--- config.mk ---
export PLATFORM = sky130hd
export DESIGN_NAME = inv_cipher_ctrl
export DESIGN_NICKNAME = d
export VERILOG_FILES = /design/src/rtl/inv_cipher_ctrl.sv
export SDC_FILE = /design/constraint.sdc
export NUM_CORES = 1
export LEC_CHECK = 0
export BUFFER_PORTS_ARGS = -buffer_cell sky130_fd_sc_hd__buf_2
export CAP_MARGIN = 20
export CORE_UTILIZATION = 57
export CTS_BUF_LIST = sky130_fd_sc_hd__clkbuf_4
export CTS_CLUSTER_DIAMETER = 120
export DETAILED_ROUTE_END_ITERATION = 8
export PLACE_DENSITY = 0.81
export SLEW_MARGIN = 20
export SYNTH_ARGS = -nofsm -noshare
export SYNTH_HDL_FRONTEND = slang
export SYNTH_SLANG_ARGS = --single-unit
--- constraint.sdc ---
create_clock -name clk -period 2.7 [get_ports clk]
set_input_delay 0.27 -clock clk [delete_from_list [all_inputs] [get_ports clk]]
set_output_delay 0.27 -clock clk [all_outputs]
set_load 0.02 [all_outputs]
--- src/rtl/inv_cipher_ctrl.sv ---
// Control sequencer for the AES-128 inverse cipher: forward key expansion to the last round,
// then one datapath operation per cycle while the key schedule steps backward to round 0.
module inv_cipher_ctrl #(
    parameter int NR        = 10,
    parameter int SBOX_WAIT = 1
) (
    input  logic       clk,
    input  logic       reset,
    input  logic       load,
    output logic       done,
    output logic [3:0] round,
    output logic       keyFwd,
    output logic       keyInv,
    output logic [3:0] operation
);

    localparam int CW = (SBOX_WAIT < 2) ? 1 : $clog2(SBOX_WAIT + 1);
    localparam logic [3:0]    RMAX = 4'(NR);
    localparam logic [CW-1:0] SW   = CW'(SBOX_WAIT);

    localparam logic [3:0] OP_NOP  = 4'd0;
    localparam logic [3:0] OP_LOAD = 4'd1;
    localparam logic [3:0] OP_ARK  = 4'd2;
    localparam logic [3:0] OP_ISR  = 4'd3;
    localparam logic [3:0] OP_ISB  = 4'd4;
    localparam logic [3:0] OP_IMC  = 4'd5;

    typedef enum logic [3:0] {
        S_IDLE, S_LOAD, S_KEYEXP, S_ARK0, S_ISR, S_ISB, S_ARK, S_IMC, S_DONE
    } state_t;

    state_t        state, state_n;
    logic [CW-1:0] cnt, cnt_n;
    logic [3:0]    round_n, op_n;
    logic          done_n, fwd_n, inv_n;

    always_ff @(posedge clk) begin
        if (reset) begin
            state     <= S_IDLE;
            cnt       <= '0;
            round     <= '0;
            done      <= 1'b0;
            keyFwd    <= 1'b0;
            keyInv    <= 1'b0;
            operation <= OP_NOP;
        end else begin
            state     <= state_n;
            cnt       <= cnt_n;
            round     <= round_n;
            done      <= done_n;
            keyFwd    <= fwd_n;
            keyInv    <= inv_n;
            operation <= op_n;
        end
    end

    // Outputs are computed for the state being entered so they register alongside it.
    always_comb begin
        state_n = state;
        cnt_n   = '0;
        round_n = round;
        op_n    = OP_NOP;
        done_n  = 1'b0;
        fwd_n   = 1'b0;
        inv_n   = 1'b0;

        case (state)
            S_IDLE: ;
            S_LOAD: begin
                state_n = S_KEYEXP;
                fwd_n   = 1'b1;
                round_n = 4'd1;
            end
            S_KEYEXP: begin
                if (round >= RMAX) begin
                    state_n = S_ARK0;
                    op_n    = OP_ARK;
                end else begin
                    fwd_n   = 1'b1;
                    round_n = round + 4'd1;
                end
            end
            S_ARK0, S_IMC: begin
                state_n = S_ISR;
                op_n    = OP_ISR;
                inv_n   = 1'b1;
                round_n = round - 4'd1;
            end
            S_ISR: begin
                state_n = S_ISB;
                op_n    = OP_ISB;
                cnt_n   = CW'(1);
            end
            S_ISB: begin
                if (cnt >= SW) begin
                    state_n = S_ARK;
                    op_n    = OP_ARK;
                end else begin
                    op_n  = OP_ISB;
                    cnt_n = cnt + CW'(1);
                end
            end
            S_ARK: begin
                // The final round skips InvMixColumns.
                if (round == 4'd0) begin
                    state_n = S_DONE;
                    done_n  = 1'b1;
                end else begin
                    state_n = S_IMC;
                    op_n    = OP_IMC;
                end
            end
            S_DONE: begin
                done_n  = 1'b1;
                round_n = 4'd0;
            end
            default: begin
                state_n = S_IDLE;
                round_n = 4'd0;
            end
        endcase

        // A load request from any state restarts from a fresh reload.
        if (load) begin
            state_n = S_LOAD;
            op_n    = OP_LOAD;
            round_n = 4'd0;
            cnt_n   = '0;
            done_n  = 1'b0;
            fwd_n   = 1'b0;
            inv_n   = 1'b0;
        end
    end

endmodule

==> flow_summary.toml, run 1 <==
[clock_network]
cts_tree = "built"
cts_root_buf = "clkbuf_4"
cts_resized = 0
clockBufferDepth = 2
postCtsSetupRepairBufs = 0
cts_sinks = 15
clk_latency_ps = 290
numCtsBuffers = 3
path_clk_slew_ps = 100
cts_hold_buf = 0
cts_htree_levels = 1

[detailed_routing]
wl_per_cell_um = 13.36
drt_iter0_drc = 28
num_vias = 733
wirelength_um = 1670
detail_route.first_pass.iterations = 4
drtAntennaViolNets = 0
route.detailed.drc = 0
viasPerCell = 5.864

[global_routing]
track_usage = 0.2485
first_global_vias = 584
gr-total-overflow = 0
grt_max_degree = 17
antenna_found_initial = 0
grt_pass1_wl_um = 2525

[final_layout]
diodes = 0
fin_util = 0.6714
design_area_um2 = 884.6
final_cells = 125
layout.nets = 117
final_common_cell = "dfxtp_1"
drive_above_1_share = 0.2000
final_cell_mix = "dfxtp_1 (15), a21oi_1 (13), nor2_1 (12), buf_2 (12), nor3_1 (6)"
area_growth_pct = 9.443

[placed_design]
place_ws_ps = 581.8
dp_hpwl_um = 1236
io_buffers = 12
gp_congestion = 0.8258
dp.cells = 121
place_area_um2 = 857.1

[floorplan]
io_pins = 14
die_h_um = 39.66
start_util = 0.6135
die_w_um = 39.66
core_um2 = 1318
dieArea_um2 = 1573
rows = 13

[sta]
report.final.slew_viol_count = 0
fin_hold_ws_ps = 163.8
max_slew_margin = 0.6387
max_freq_mhz = 458.5
finalWorstSetupSlack_ps = 519.2
timing.final.crit_share = 0.8077
tns_ps = 0
setup_violations = 0
min_period_ps = 2181
tightestPinTransition_ps = 537.5
skew_ps = 8.328
hold_viol_final = 0
rsz0062_at_grt = "false"

[setup_path]
reg2reg_from = "state[1]$_SDFFE_PP0P_"
setup.worst_path.start = "state[1]$_SDFFE_PP0P_"
slowest_delay_ps = 600
critPathLaunchType = "flop"
crit_chain = "and2b_2 -> and2_1 -> ha_1 -> a21oi_1 -> nand2_1 -> mux2i_1 -> a311oi_1"
cp_slowest_cell = "dfxtp_1"
critPathKind = "flop to flop"
crit_required_ps = 2900
crit_fanout = 14
ff2ff_setup_slack_ps = 520
end_kind = "flop"
critical_path_arrival_ps = 2380

[synth]
synth_top_area_share = 0.3715
ys_types = 34
yosysWarnings = 0
syn_nets = 106
ys_top_cells_by_area = "dfxtp_1 (37%), a21oi_1 (8.0%), nor2_1 (5.6%)"
synth_area_leader_cell = "dfxtp_1"
syn_inst = 100
seq_area_frac_synth = 0.3715
synth-seq-cells = 15
netlist_area_um2 = 808.3
syn_area_per_cell_um2 = 8.083

[run]
cap_violations = 0

[power_and_ir_drop]
finalPower_mw = 0.3982
vdd_drop_max_v = 0.0002370
power_leakage_nw = 0.3853
powerDensity_nw_per_um2 = 450.1

[hold_path]
min_path_type = "input pin to flop"
min_from = "reset"

[status]
status = "complete, no violations"
layout make-up:
cell class / count / area [um^2]
clock buffer: 3 / 22.52
tap: 15 / 18.77
sequential: 15 / 300.3
fill: 114 / 432.9
inverter: 4 / 15.01
multi-input combinational: 75 / 462.9
clock inverter: 1 / 5.005
timing repair buffer: 12 / 60.06
synth_stat cells:
| master | number |
|---|---|
| a211o_1 | 1 |
| a21o_1 | 1 |
| a21oi_1 | 13 |
| a21oi_2 | 1 |
| a311oi_1 | 1 |
| a32oi_1 | 2 |
| a41o_1 | 1 |
| and2_1 | 2 |
| and2b_2 | 1 |
| and3_1 | 1 |
| buf_1 | 1 |
| buf_2 | 3 |
| buf_4 | 1 |
| clkbuf_1 | 1 |
| conb_1 | 1 |
| dfxtp_1 | 15 |
| fa_1 | 1 |
| ha_1 | 2 |
| inv_1 | 4 |
| mux2i_1 | 2 |
| nand2_1 | 3 |
| nand2b_1 | 2 |
| nand2b_2 | 1 |
| nand3_1 | 4 |
| nor2_1 | 12 |
| nor2b_1 | 4 |
| nor3_1 | 6 |
| nor4_2 | 1 |
| o21a_1 | 1 |
| o21ai_0 | 5 |
| o21bai_1 | 2 |
| or2_2 | 2 |
| or3_1 | 1 |
| xor2_1 | 1 |
kinds of logic (layout without fill, tap and decap cells):
| family | count (synthesis) | count (layout) | share of synthesized area |
|---|---|---|---|
| xor+xnor | 1 | 1 | 0.01084 |
| flops | 15 | 15 | 0.3715 |
| buf+inv | 10 | 20 | 0.05571 |
| fa+ha+maj | 3 | 3 | 0.05572 |
| compound gates | 28 | 28 | 0.2152 |
| simple gates | 40 | 40 | 0.2616 |
| other cells | 1 | 1 | 0.004640 |
| mux | 2 | 2 | 0.02477 |
registers in the layout (all words and copies together) (netlist names):
name / cells
keyInv: 1
round: 4
done: 1
cnt: 1
keyFwd: 1
state: 4
operation: 3
where the power goes:
| group | internal (mW) | switching [mW] |
|---|---|---|
| logic | 0.0135 | 0.0224 |
| clock network | 0.0551 | 0.0754 |
| registers | 0.225 | 0.00688 |
| total | 0.294 | 0.105 |
worst paths after layout:
check                                          endpoint  depth (start not counted)
worst min register to register  operation[1]$_SDFF_PP0_                          2
worst max-delay path              round[3]$_SDFFE_PP0P_                          7
worst max register to register    round[3]$_SDFFE_PP0P_                          7
worst min-delay path            operation[0]$_SDFF_PP0_                          2
metal layers:
metal / up-vias / share of wire / GRT usage
met5: - / 0 / 0
met1: 340 / 0.45 / 0.3010
met2: 23 / 0.49 / 0.4057
met4: 0 / 0.019 / 0.1293
li1: 366 / - / -
met3: 4 / 0.040 / 0.05114
critical path, delay by kind of cell (launching register included):
| family | cells | cell delay, ps |
|---|---|---|
| muxes | 1 | 130 |
| DFF | 1 | 600 |
| and+or+nand+nor | 3 | 580 |
| adders and majority gates | 1 | 290 |
| AOI/OAI and AO/OA | 2 | 490 |
No activity file was read; power rests on OpenSTA's default activity.
==> run 2, diff against run 1 <==
--- a/config.mk
+++ b/config.mk
@@ -7,11 +7,11 @@
 export LEC_CHECK = 0
 export BUFFER_PORTS_ARGS = -buffer_cell sky130_fd_sc_hd__buf_2
 export CAP_MARGIN = 20
-export CORE_UTILIZATION = 57
+export CORE_UTILIZATION = 51
 export CTS_BUF_LIST = sky130_fd_sc_hd__clkbuf_4
 export CTS_CLUSTER_DIAMETER = 120
 export DETAILED_ROUTE_END_ITERATION = 8
-export PLACE_DENSITY = 0.81
+export PLACE_DENSITY = 0.77
 export SLEW_MARGIN = 20
 export SYNTH_ARGS = -nofsm -noshare
 export SYNTH_HDL_FRONTEND = slang
==> constraint.sdc (replaced) <==
create_clock -name clk -period 2 [get_ports clk]
set_input_delay 0.2 -clock clk [delete_from_list [all_inputs] [get_ports clk]]
set_output_delay 0.2 -clock clk [all_outputs]
set_load 0.02 [all_outputs]
==> run 2 against run 1 <==
  * Setup slack got worse by 330 ps
  * Combinational power rose by 60%
  * Clock power rose by 31%
  * Via count fell by 0.27%
  * Sequential share of layout area fell by 1.5 points
  * Non-clock buffer count rose by 3
  * Core utilization fell by 5.0 points
  * Critical path depth did not move
  * Maximum frequency rose by 21%
  * Critical path type unchanged
  * Critical endpoint is now round[1]$_SDFFE_PP0P_
  * Largest cell class unchanged
  * Highest routed layer unchanged
==> flow_summary.toml, run 2 (synthesized netlist as in run 1, its figures left out) <==
[final_layout]
drive_above_1_share = 0.2478
area_growth_pct = 14.55
design_area_um2 = 925.9
final_cell_mix = "dfxtp_1 (15), a21oi_1 (12), nor2_1 (12), buf_2 (12), nor3_1 (6)"
layout.nets = 120
diodes = 0
multi_input_area_um2 = 480.5
largest_registers = "round x4, state x4, operation x3"
final_common_cell = "dfxtp_1"
fin_util = 0.6218
final-seq-area_um2 = 300.3
filler_cell_count = 136

[floorplan]
rows = 14
start_util = 0.5429
core_um2 = 1489
io_pins = 14
dieArea_um2 = 1748
die_h_um = 41.81
die_w_um = 41.81

[detailed_routing]
drt_iter0_drc = 25
drtAntennaViolNets = 0
wl_per_cell_um = 13.31
wirelength_um = 1717
viasPerCell = 5.667
route.detailed.drc = 0
num_vias = 731
detail_route.first_pass.iterations = 6

[clock_network]
path_clk_slew_ps = 90
clockBufferDepth = 2
cts_sinks = 15
cts_hold_buf = 0
postCtsSetupRepairBufs = 0
numCtsBuffers = 3
clk_latency_ps = 290
cts_htree_levels = 1
cts_tree = "built"
cts_root_buf = "clkbuf_4"

[sta]
hold_viol_final = 0
timing.final.crit_share = 0.9036
skew_ps = 1.401
rsz0062_at_grt = "false"
tightestPinTransition_ps = 496.7
report.final.slew_viol_count = 0
max_slew_margin = 0.6661
setup_violations = 0
min_period_ps = 1807
max_freq_mhz = 553.3
tns_ps = 0
fin_hold_ws_ps = 113.7

[status]
status = "complete, no violations"

[power_and_ir_drop]
clkPwrFrac = 0.321
p_seq_frac = 0.572
power_leakage_nw = 0.3996
swShare = 0.2568
vdd_drop_max_v = 0.0004538
p_comb_frac = 0.107
switchingPower_mw = 0.1378
powerDensity_nw_per_um2 = 579.6
p_int_mw = 0.3988

[setup_path]
crit_required_ps = 2230
ff2ff_setup_slack_ps = 190
crit_fanout = 4
critPathKind = "flop to flop"
critPathLaunchType = "flop"
critical_path_arrival_ps = 2030
end_kind = "flop"

[placed_design]
gp_congestion = 0.8643
io_buffers = 12
place_area_um2 = 880.8
dp_hpwl_um = 1247

[hold_path]
min_path_type = "input pin to flop"

[global_routing]
track_usage = 0.2245
grt_max_degree = 16
gr-total-overflow = 0
antenna_found_initial = 0
grt_pass1_wl_um = 2980
first_global_vias = 628

[run]
cap_violations = 0
-- run 2: cell count changes in the layout (fill, tap and decap cells not counted), sizes merged --
cell / delta
buf: +3
-- run 2: layout make-up --
type / count / area share
Multi-Input combinational cell: 75 / 0.5189
Sequential cell: 15 / 0.3243
Timing Repair Buffer: 15 / 0.08919
Clock buffer: 3 / 0.02432
Tap cell: 16 / 0.02162
Inverter: 4 / 0.01622
Clock inverter: 1 / 0.005405
-- run 2: layer usage --
layer / wire (um) / up-vias / global-route usage
met4: 34 / 0 / 0.09677
met2: 806 / 28 / 0.3375
met5: 0 / - / 0
met3: 84 / 6 / 0.05217
li1: - / 374 / -
met1: 792 / 323 / 0.3068
-- run 2: path summary, 6_finish.rpt --
kind	startpoint	to	cells past startpoint
setup / recovery	state[3]$_SDFFE_PP0P_	round[1]$_SDFFE_PP0P_	7
hold / removal	reset	state[0]$_SDFFE_PP0P_	2
setup reg to reg	state[3]$_SDFFE_PP0P_	round[1]$_SDFFE_PP0P_	7
hold reg to reg	cnt$_SDFF_PP0_	operation[1]$_SDFF_PP0_	2
-- run 2: power by group through the flow --
| stage | sequential, mW | combinational, mW | clock (mW) |
|---|---|---|---|
| finish | 0.307 | 0.0575 | 0.172 |
| global route | 0.308 | 0.0638 | 0.197 |
| CTS | 0.307 | 0.0568 | 0.180 |
| detailed placement | 0.314 | 0.0562 | 0 |
| global placement | 0.314 | 0.0550 | 0 |
| floorplan | 0.318 | 0.0381 | 0 |
-- run 2: repair_timing --
action | in CTS | in global routing
endpoints found under the hold margin | 0 | 0
resized for setup | 0 | 4
endpoints found under the setup margin | 0 | 1
-- run 2: through the flow --
stage / power [mW] / instances / setup WS (ps)
finish: 0.5366 / 129 / 192.8
floorplan: 0.3566 / 100 / 161.5
global placement: 0.3690 / 125 / 224.4
global route: 0.5688 / 129 / 15.39
CTS: 0.5437 / 129 / 84.54
detailed placement: 0.3703 / 125 / 97.19
-- run 2: worst max-delay path: stages (launching register included) --
cell     delay, ps
dfxtp_1        340
and2b_2        250
and2_2         230
inv_1           90
fa_1           420
nor3_1         190
o21ai_1         90
a21oi_1        140
==> run 3, diff against run 2 <==
--- a/config.mk
+++ b/config.mk
@@ -7,9 +7,11 @@
 export LEC_CHECK = 0
 export BUFFER_PORTS_ARGS = -buffer_cell sky130_fd_sc_hd__buf_2
 export CAP_MARGIN = 20
+export CORE_MARGIN = 4
 export CORE_UTILIZATION = 51
 export CTS_BUF_LIST = sky130_fd_sc_hd__clkbuf_4
 export CTS_CLUSTER_DIAMETER = 120
+export CTS_CLUSTER_SIZE = 12
 export DETAILED_ROUTE_END_ITERATION = 8
 export PLACE_DENSITY = 0.77
 export SLEW_MARGIN = 20
==> run 3 against run 2 <==
  * Cell area down 0.95%
  * Combinational power is 2% lower
  * Critical path type unchanged
  * Clock skew is 1.4 ps higher
  * Sequential power about the same
  * Critical endpoint is now round[3]$_SDFFE_PP0P_
  * Non-clock buffer count did not move
  * Register-to-register slack got worse by 80 ps
  * Power rose by 1.4%
  * Largest cell class unchanged
==> flow_summary.toml, run 3 (synthesized netlist as in run 1, its figures left out) <==
[setup_path]
crit_required_ps = 2170
end_kind = "flop"
crit_fanout = 4
critPathLaunchType = "flop"
critPathKind = "flop to flop"
critical_path_arrival_ps = 2060

[power_and_ir_drop]
p_comb_frac = 0.104
powerDensity_nw_per_um2 = 593.4
swShare = 0.2376
switchingPower_mw = 0.1293
p_int_mw = 0.4149
vdd_drop_max_v = 0.0005043
clkPwrFrac = 0.332
power_leakage_nw = 0.4040
p_seq_frac = 0.564

[placed_design]
place_ws_ps = 50.52
io_buffers = 12
dp_hpwl_um = 1279
gp_congestion = 0.8406

[floorplan]
rows = 14
core_um2 = 1506
start_util = 0.5365
die_h_um = 47.81
die_w_um = 47.81
dieArea_um2 = 2286
io_pins = 14

[sta]
max_slew_margin = 0.6587
setup_violations = 0
timing.final.crit_share = 0.9414
tightestPinTransition_ps = 507.8
rsz0062_at_grt = "false"
finalWorstSetupSlack_ps = 117.1
max_freq_mhz = 531.1
min_period_ps = 1883
skew_ps = 2.819
tns_ps = 0
report.final.slew_viol_count = 0
hold_viol_final = 0

[hold_path]
min_path_type = "input pin to flop"

[global_routing]
antenna_found_initial = 0
first_global_vias = 649
gr-total-overflow = 0
grt_pass1_wl_um = 2829
track_usage = 0.1715
grt_max_degree = 16

[status]
status = "complete, no violations"

[final_layout]
drive_above_1_share = 0.2389
largest_registers = "round x4, state x4, operation x3"
diodes = 0
final_common_cell = "dfxtp_1"
area_growth_pct = 13.47
layout.nets = 120
final_cell_mix = "dfxtp_1 (15), a21oi_1 (12), nor2_1 (12), buf_2 (12), nor3_1 (6)"

[clock_network]
cts_htree_levels = 1
cts_sinks = 15
postCtsSetupRepairBufs = 0
cts_tree = "built"
clockBufferDepth = 2
cts_root_buf = "clkbuf_4"
numCtsBuffers = 3
path_clk_slew_ps = 90
cts_hold_buf = 0
clk_latency_ps = 270
cts_resized = 0

[run]
cap_violations = 0

[detailed_routing]
wirelength_um = 1685
wl_per_cell_um = 13.06
detail_route.first_pass.iterations = 4
drt_iter0_drc = 19
drtAntennaViolNets = 0
viasPerCell = 5.775
num_vias = 745
route.detailed.drc = 0
==> run 3: cell count changes in the layout (fill, tap and decap cells not counted), sizes merged <==
cell    before  now
clkbuf       3    4
clkinv       1    0
==> run 3: routing by layer <==
| layer | up-vias | share of wire | GRT usage |
|---|---|---|---|
| met1 | 343 | 0.45 | 0.2215 |
| met4 | 0 | 0.0077 | 0.05914 |
| li1 | 373 | - | - |
| met2 | 27 | 0.48 | 0.2797 |
| met3 | 2 | 0.056 | 0.03759 |
| met5 | - | 0 | 0 |
==> run 3: path summary, 6_finish.rpt <==
check	cells past startpoint	to	slack [ps]	start
max	7	round[3]$_SDFFE_PP0P_	120	state[3]$_SDFFE_PP0P_
min	2	state[0]$_SDFFE_PP0P_	110	reset
max reg2reg	7	round[3]$_SDFFE_PP0P_	120	state[3]$_SDFFE_PP0P_
min reg2reg	2	operation[1]$_SDFF_PP0_	500	cnt$_SDFF_PP0_
==> run 3: final cells by class <==
class | count | area, um^2
well taps | 16 | 20.02
inverters | 4 | 15.01
flip-flops and latches | 15 | 300.3
multi-input cells | 75 | 469.2
clock buffers | 4 | 30.03
repair buffers | 15 | 82.58
fillers | 135 | 589.3
==> run 3: metrics by stage <==
stage,utilization,std cells,power [mW],hold slack [ps],cell area [um^2]
2_1_floorplan,-,100,0.3566,269.1,808.3
3_3_place_gp,0.5847,125,0.3690,397.5,880.8
3_5_place_dp,0.5847,125,0.3697,400.3,880.8
4_1_cts,0.6047,129,0.5557,101.4,910.9
5_1_grt,0.6088,129,0.5735,111.4,917.1
6_report,0.6088,129,0.5442,112.2,917.1
==> run 3: worst max-delay path, cell delays in order, from the launching register on <==
cell and delay [ps]:
dfxtp_1 340, and2b_2 250, and2_4 180, ha_1 320
a21oi_2 180, nand2_1 100, mux2i_1 130, a311oi_1 300
==> run 3: power by group through the flow <==
| stage | logic [mW] | registers (mW) | clock network, mW |
|---|---|---|---|
| CTS | 0.0558 | 0.307 | 0.193 |
| detailed placement | 0.0556 | 0.314 | 0 |
| floorplan | 0.0381 | 0.318 | 0 |
| global route | 0.0636 | 0.308 | 0.202 |
| finish | 0.0564 | 0.307 | 0.181 |
| global placement | 0.0549 | 0.314 | 0 |
